===== src/rtl/seq_multiplier.sv =====
// Sequential shift-add unsigned multiplier: one partial product per clock,
// START/BUSY/DONE handshake, high/low half select and a chainable feedback register M.
module seq_multiplier #(
    parameter int W = 8
) (
    input  logic           CLK,
    input  logic           RST_N,
    input  logic           START,
    input  logic [W-1:0]   X,
    input  logic [W-1:0]   Y,
    input  logic           C,
    input  logic           F,
    input  logic           R,
    output logic [2*W-1:0] P,
    output logic [W-1:0]   Z,
    output logic [W-1:0]   M,
    output logic           BUSY,
    output logic           DONE
);

    localparam int CNT_W = $clog2(W);

    localparam logic [1:0] S_IDLE = 2'd0;
    localparam logic [1:0] S_RUN  = 2'd1;
    localparam logic [1:0] S_DONE = 2'd2;

    logic [1:0]     state_q, state_d;
    logic [W-1:0]   a_q, a_d;
    logic [W-1:0]   b_q, b_d;
    logic [2*W-1:0] acc_q, acc_d;
    logic [CNT_W-1:0] cnt_q, cnt_d;
    logic           c_q, c_d;
    logic           f_q, f_d;
    logic [2*W-1:0] p_q, p_d;
    logic [W-1:0]   z_q, z_d;
    logic [W-1:0]   m_q, m_d;

    logic [W:0]     sum;
    logic [2*W-1:0] acc_step;
    logic [W-1:0]   half_sel;

    // The carry out of the upper-half add is kept as the new MSB, so no bit is lost.
    always_comb begin
        sum      = {1'b0, acc_q[2*W-1:W]} + {1'b0, (b_q[0] ? a_q : {W{1'b0}})};
        acc_step = {sum, acc_q[W-1:1]};
        half_sel = c_q ? acc_step[2*W-1:W] : acc_step[W-1:0];
    end

    always_comb begin
        state_d = state_q;
        a_d     = a_q;
        b_d     = b_q;
        acc_d   = acc_q;
        cnt_d   = cnt_q;
        c_d     = c_q;
        f_d     = f_q;
        p_d     = p_q;
        z_d     = z_q;
        m_d     = m_q;

        case (state_q)
            S_IDLE, S_DONE: begin
                if (START) begin
                    // R selects the operand immediately; M here is the pre-edge value,
                    // which already includes a write from a completion in the prior cycle.
                    a_d     = X;
                    b_d     = R ? m_q : Y;
                    c_d     = C;
                    f_d     = F;
                    acc_d   = '0;
                    cnt_d   = '0;
                    state_d = S_RUN;
                end else begin
                    state_d = S_IDLE;
                end
            end
            S_RUN: begin
                acc_d = acc_step;
                b_d   = b_q >> 1;
                cnt_d = cnt_q + CNT_W'(1);
                if (cnt_q == CNT_W'(W - 1)) begin
                    p_d     = acc_step;
                    z_d     = half_sel;
                    if (f_q) begin
                        m_d = half_sel;
                    end
                    state_d = S_DONE;
                end
            end
            default: state_d = S_IDLE;
        endcase
    end

    always_ff @(posedge CLK) begin
        if (!RST_N) begin
            state_q <= S_IDLE;
            a_q     <= '0;
            b_q     <= '0;
            acc_q   <= '0;
            cnt_q   <= '0;
            c_q     <= 1'b0;
            f_q     <= 1'b0;
            p_q     <= '0;
            z_q     <= '0;
            m_q     <= '0;
        end else begin
            state_q <= state_d;
            a_q     <= a_d;
            b_q     <= b_d;
            acc_q   <= acc_d;
            cnt_q   <= cnt_d;
            c_q     <= c_d;
            f_q     <= f_d;
            p_q     <= p_d;
            z_q     <= z_d;
            m_q     <= m_d;
        end
    end

    assign P    = p_q;
    assign Z    = z_q;
    assign M    = m_q;
    assign BUSY = (state_q == S_RUN);
    assign DONE = (state_q == S_DONE);

endmodule


===== config.mk =====
export PLATFORM = sky130hd
export DESIGN_NAME = seq_multiplier
export DESIGN_NICKNAME = d
export VERILOG_FILES = /design/src/rtl/seq_multiplier.sv
export SDC_FILE = /design/constraint.sdc
export NUM_CORES = 1
export LEC_CHECK = 0
export BUFFER_PORTS_ARGS = -buffer_cell sky130_fd_sc_hd__buf_2
export CORE_MARGIN = 4
export CORE_UTILIZATION = 40
export CTS_CLUSTER_DIAMETER = 60
export DETAILED_ROUTE_END_ITERATION = 16
export GPL_TIMING_DRIVEN = 0
export PLACE_DENSITY = 0.61
export SYNTH_ARGS = -nofsm -noshare
export SYNTH_HDL_FRONTEND = slang
export SYNTH_SLANG_ARGS = --single-unit

===== constraint.sdc =====
create_clock -name CLK -period 3.95 [get_ports CLK]
set_input_delay 0.1975 -clock CLK [delete_from_list [all_inputs] [get_ports CLK]]
set_output_delay 0.1975 -clock CLK [all_outputs]
set_load 0.02 [all_outputs]

==> impl_metrics.tcl, run 1 <==
set metrics [dict create \
    period_share 0.660 \
    finalSetupTns_ns 0 \
    portBuffers 53 \
    hold_viol 0 \
    peakVddDrop_v 0.000150 \
    dp_slack_ns 1.38 \
    fin_worst_skew_ns 0.00713 \
    synth_top_family_by_area "simple AND/OR/NAND/NOR gates" \
    clk_latency_ns 0.35 \
    setup_viol 0 \
    fmax_ghz 0.384 \
    placed_cells 515 \
    startpoint_type "register" \
    dieArea_um2 9190 \
    grt_use_met1 0.255 \
    cts.path.max_buffers 2 \
    ioPinCount 56 \
    die_x_um 95.9 \
    dr.pass1.iters 4 \
    cts_tree "done" \
    fin_nets 460 \
    die_y_um 95.9 \
    gp_congestion 0.847 \
    drt_iter0_markers 157 \
    grt_pass1_wl_mm 13.2 \
    cts_root_buffer "clkbuf_8" \
    post_cts_resized 0 \
    dp_hpwl_mm 6.21 \
    yosys_warnings 0 \
    cts_made_buffers 9 \
    synth_fa_ha_area_frac 0.0470 \
    syn_inst 363 \
    slew-limit-headroom 0.606 \
    syn_nets 396 \
    ys_types 43 \
    cts_hold_repair.buffers 0 \
    vias 2801 \
    coreArea_um2 7370 \
    grt_use_met3 0.0446 \
    cts_setup_buffers 0 \
    htreeDepth 3 \
    ys.flop_type "dfxtp_1" \
    worst_slack_ns 1.34 \
    synth-simple-area-share 0.213 \
    synth_xor_xnor_area_share 0.0113 \
    grt_max_degree 13 \
    synthArstFlopShare 0 \
    clk_pin_slew_ns 0.08 \
    area_growth_pct 19.8 \
    p_leak_nw 1.56 \
    synth_top_area_frac 0.454 \
    grt_pass1_vias 2592 \
    instances_no_fill 531 \
    synth_compound_area_frac 0.203 \
    arrival_ns 2.83 \
    drive_above_1_share 0.190 \
    wl_mm 8.21 \
    max_stage_delay_ns 0.45 \
    cpMaxStageDelayCell "nor3b_1" \
    synth_area_leader_cell "dfxtp_1" \
    ys_seq_area_frac 0.454 \
    status "complete, no violations" \
    drc 0 \
    grt-ovfl-total 0 \
    rsz0062_at_grt "false" \
    clock-sinks 70 \
    crit_chain "and2_1 -> ha_1 -> fa_1 -> a21o_1 -> and4_2 -> o211a_1 -> nor3b_1 -> o31ai_1" \
    cp-end-kind "register" \
    avgRoutedWirePerCell_um 15.5 \
    required_ns 4.17 \
    antennaDiodeCount 0 \
    busiest_layer "met2" \
    vias_per_cell 5.27 \
    start_util 0.419 \
    maxSlewViolCount 0 \
    synthMuxAreaShare 0.0356 \
    synth_area_leaders "dfxtp_1 (45%), nand2_1 (6.4%), a21oi_1 (5.7%)" \
    min_period_ns 2.61 \
    syn-mean-instance-area_um2 8.51 \
    drtAntennaViolNets 0 \
    antenna_found_initial 0 \
    power_density_nw_per_um2 398 \
    crit_type "reg -> reg" \
    rows 31 \
    syn_area_um2 3090 \
    cp_max_fo 9 \
    synth_edf_count 0 \
    grt_use_total 0.191 \
    met2_usage 0.296 \
    min_path_type "in -> reg" \
    tightest_slew_ns 0.590 \
    maxCapViolCount 0 \
    ys_ff_latch 70 \
]
metal layers:
layer | up-vias | wire length [um]
li1 | 1401 | -
met1 | 1286 | 3640
met2 | 102 | 3690
met3 | 12 | 735
met4 | 0 | 137
met5 | - | 0
final timing paths:
kind                            cells past startpoint                start  slack (ns)             endpoint
worst max-delay path                                8  b_q[0]$_SDFFE_PN0P_        1.34    M[7]$_SDFFE_PN0P_
worst min-delay path                                3                 X[6]        0.08  a_q[6]$_SDFFE_PN0P_
worst max register to register                      8  b_q[0]$_SDFFE_PN0P_        1.34    M[7]$_SDFFE_PN0P_
worst min register to register                      2    P[3]$_SDFFE_PN0P_        0.45    P[3]$_SDFFE_PN0P_
metrics by stage:
step / hold WS (ns) / cell area (um2) / util / power, W
after floorplan: 0.333 / 3090 / - / 0.000805
after global placement: 0.440 / 3480 / 0.472 / 0.000842
after detailed placement: 0.443 / 3480 / 0.472 / 0.000843
after CTS: 0.0705 / 3700 / 0.502 / 0.00148
after global routing: 0.0813 / 3700 / 0.502 / 0.00153
final: 0.0817 / 3700 / 0.502 / 0.00147
cells by family after synthesis:
family / count (synthesis)
adder cells (fa/ha/maj): 11
AND/OR/NAND/NOR: 141
multiplexers: 11
buffers and inverters: 27
XOR/XNOR: 4
flip-flops: 70
AO/OA/AOI/OAI: 99
state kept, by name, indices dropped and copies added (netlist names):
| signal | count |
|---|---|
| M | 8 |
| b_q | 8 |
| Z | 8 |
| a_q | 8 |
| cnt_q | 3 |
| c_q | 1 |
| acc_q | 15 |
| f_q | 1 |
| state_q | 2 |
| P | 16 |
cell type report:
cell class                 instances  area, um2
fill                             729       3670
multi-input combinational        266       1580
sequential                        70       1400
timing repair buffer              53        265
clock buffer                      11        141
tap                               99        124
buffer                            23       97.6
clock inverter                     5       82.6
inverter                           4       15.0
where the power goes:
part / internal, W / total (W) / leakage [nW] / switching, W
Sequential: 0.000717 / 0.000726 / 0.566 / 0.00000865
Combinational: 0.0000343 / 0.000100 / 0.896 / 0.0000662
Clock: 0.000373 / 0.000647 / 0.102 / 0.000274
Total: 0.00112 / 0.00147 / 1.56 / 0.000349
worst max-delay path: cells and delay by family, from the launching register on:
kind            cells  cell delay (ns)
fa+ha+maj           2             0.63
simple gates        3             0.89
flops               1             0.39
compound gates      3             0.56
cells in the final DEF (no fill, tap or decap), types with 10 or more instances in the layout:
master and count:
a21oi_1 35, a22oi_1 12, and2_1 10, buf_2 62, clkbuf_1 15, clkbuf_8 10
dfxtp_1 70, ha_1 10, mux2i_1 11, nand2_1 53, nor2_1 36, nor2b_1 16
o21ai_0 17
synthesized netlist by cell type (2+ instances only):
cell type and number:
o31ai_1 2, a211oi_1 4, a221oi_1 7, o21ai_0 17, a21oi_1 35, nand4_1 3
mux2i_1 11, a21boi_0 2, o31a_1 2, nand2b_1 3, buf_2 9, a21o_1 5
a22oi_1 12, nor2_1 36, nand2_1 53, nor2b_1 16, nor3_1 4, ha_1 10
dfxtp_1 70, a31oi_1 5, and2_1 10, clkbuf_1 14, xnor2_1 3, inv_1 3
nand3_1 9
No activity file was read; power rests on OpenSTA's default activity.
==> run 2: changes to the inputs <==
- clock period: 3.95 -> 2.4 ns (I/O delays scaled with it)
==> run 2 against run 1 <==
Against the previous run:
- count of clock-buffer cells in the layout is the same
- sequential cell count is the same
- final cell count grew 1.1%
- core utilization grew 1.5 points
- clock skew grew 0.0029 ns
- power grew 66%
- combinational power grew 78%
- sequential power grew 64%
- global-route usage grew 0.30 points
- fmax grew 12%
- clock power grew 65%
- critical path type unchanged
- critical endpoint is now M[5]$_SDFFE_PN0P_
- non-clock buffer count grew 6
==> impl_metrics.tcl, run 2 (synthesis gave the netlist of run 1 again) <==
set metrics [dict create \
    status "complete, no violations" \
    die_x_um 95.9 \
    peakVddDrop_v 0.000249 \
    portBuffers 53 \
    seqPwrFrac 0.490 \
    cts_root_buffer "clkbuf_8" \
    gp_congestion 0.847 \
    fin_nets 466 \
    avgRoutedWirePerCell_um 15.7 \
    hold_viol 0 \
    vias 2850 \
    required_ns 2.63 \
    cts.path.max_buffers 2 \
    grt_pass1_vias 2640 \
    power_density_nw_per_um2 639 \
    internal_power_w 0.00186 \
    rsz0062_at_grt "false" \
    die_y_um 95.9 \
    clk_latency_ns 0.35 \
    cp_max_fo 6 \
    coreArea_um2 7370 \
    grt_pass1_wl_mm 13.3 \
    startpoint "b_q[0]$_SDFFE_PN0P_" \
    cts_made_buffers 9 \
    grt_use_met3 0.0493 \
    grt_max_degree 13 \
    met2_usage 0.303 \
    clock-sinks 70 \
    busiest_layer "met2" \
    min_period_ns 2.32 \
    cts_tree "done" \
    drtAntennaViolNets 0 \
    min_from "X[0]" \
    hold_slack_ns 0.0130 \
    min_path_type "in -> reg" \
    p_sw_w 0.000580 \
    area_growth_pct 23.5 \
    arrival_ns 2.55 \
    slew-limit-headroom 0.542 \
    grt_use_met1 0.254 \
    cp-end-kind "register" \
    clk_pin_slew_ns 0.07 \
    antenna_found_initial 0 \
    dp_slack_ns -0.175 \
    grt_use_total 0.194 \
    grt-ovfl-total 0 \
    period_share 0.967 \
    p_sw_frac 0.238 \
    vias_per_cell 5.31 \
    tightest_slew_ns 0.687 \
    dp_hpwl_mm 6.21 \
    dieArea_um2 9190 \
    n_fill_cell 728 \
    largest_reg_flops 16 \
    final_cell_mix "dfxtp_1 (69), buf_2 (62), nand2_1 (53)" \
    fin_worst_skew_ns 0.0100 \
    drive_above_1_share 0.208 \
    rows 31 \
    drc 0 \
    crit_type "reg -> reg" \
    final_common_cell "dfxtp_1" \
    power_frac_comb 0.073 \
    maxCapViolCount 0 \
    p_leak_nw 1.59 \
    reg2reg_from "b_q[0]$_SDFFE_PN0P_" \
    worst_slack_ns 0.0787 \
    fmax_ghz 0.431 \
    clkPwrFrac 0.437 \
    ioPinCount 56 \
    wl_mm 8.43 \
    dr.pass1.iters 6 \
    drt_iter0_markers 126 \
    setup_viol 0 \
    maxSlewViolCount 0 \
    antennaDiodeCount 0 \
    startpoint_type "register" \
    start_util 0.419 \
    htreeDepth 3 \
]
[run 2: final timing paths]
| kind | cells past startpoint | to | slack (ns) |
|---|---|---|---|
| hold / removal | 3 | a_q[0]$_SDFFE_PN0P_ | 0.01 |
| setup reg to reg | 8 | M[5]$_SDFFE_PN0P_ | 0.08 |
| hold reg to reg | 2 | P[6]$_SDFFE_PN0P_ | 0.45 |
| setup / recovery | 8 | M[5]$_SDFFE_PN0P_ | 0.08 |
[run 2: per-stage QoR]
step | std cells | TNS, ns | util | cell area (um2) | total power [W]
3_3_place_gp | 515 | -0.623 | 0.472 | 3480 | 0.00139
4_1_cts | 536 | 0 | 0.512 | 3770 | 0.00245
5_1_grt | 537 | 0 | 0.518 | 3820 | 0.00252
2_1_floorplan | 363 | 0 | - | 3090 | 0.00133
6_report | 537 | 0 | 0.518 | 3820 | 0.00244
3_5_place_dp | 515 | -0.568 | 0.472 | 3480 | 0.00139
[run 2: what timing repair did]
item,4_1_cts,5_1_grt
pin swaps,0,4
cloned,0,0
resized for setup,5,8
setup buffers,0,1
hold buffers,5,0
setup endpoints to repair,4,7
hold endpoints to repair,5,0
[run 2: power groups by stage]
stage	clock, W	combinational (W)	sequential, W
after floorplan	0	0.000109	0.00122
after global placement	0	0.000165	0.00122
after detailed placement	0	0.000165	0.00122
after CTS	0.00108	0.000174	0.00120
after global routing	0.00113	0.000198	0.00120
final	0.00107	0.000178	0.00119
[run 2: worst max-delay path, cell delays in order (launching register included)]
cell and delay, ns:
dfxtp_4 0.37, and2_4 0.16, ha_4 0.17, fa_2 0.37
a21o_1 0.19, and4_2 0.26, or3_4 0.41, a31oi_4 0.19
a21oi_1 0.08
[run 2: per-layer routing]
layer  share of wire  up-vias
met3           0.072       14
met1            0.46     1324
met2            0.45      105
met5               0        -
li1                -     1407
met4           0.018        0
[run 2: final cells by class]
cell class                      count  area, um2  share of cell area
Inverter                            4       15.0             0.00393
Buffer                             23       97.6              0.0256
Clock buffer                       11        141              0.0370
Timing Repair Buffer               59        320              0.0839
Multi-Input combinational cell    266       1630               0.427
Clock inverter                      5       82.6              0.0216
Sequential cell                    70       1410               0.368
Tap cell                           99        124              0.0325
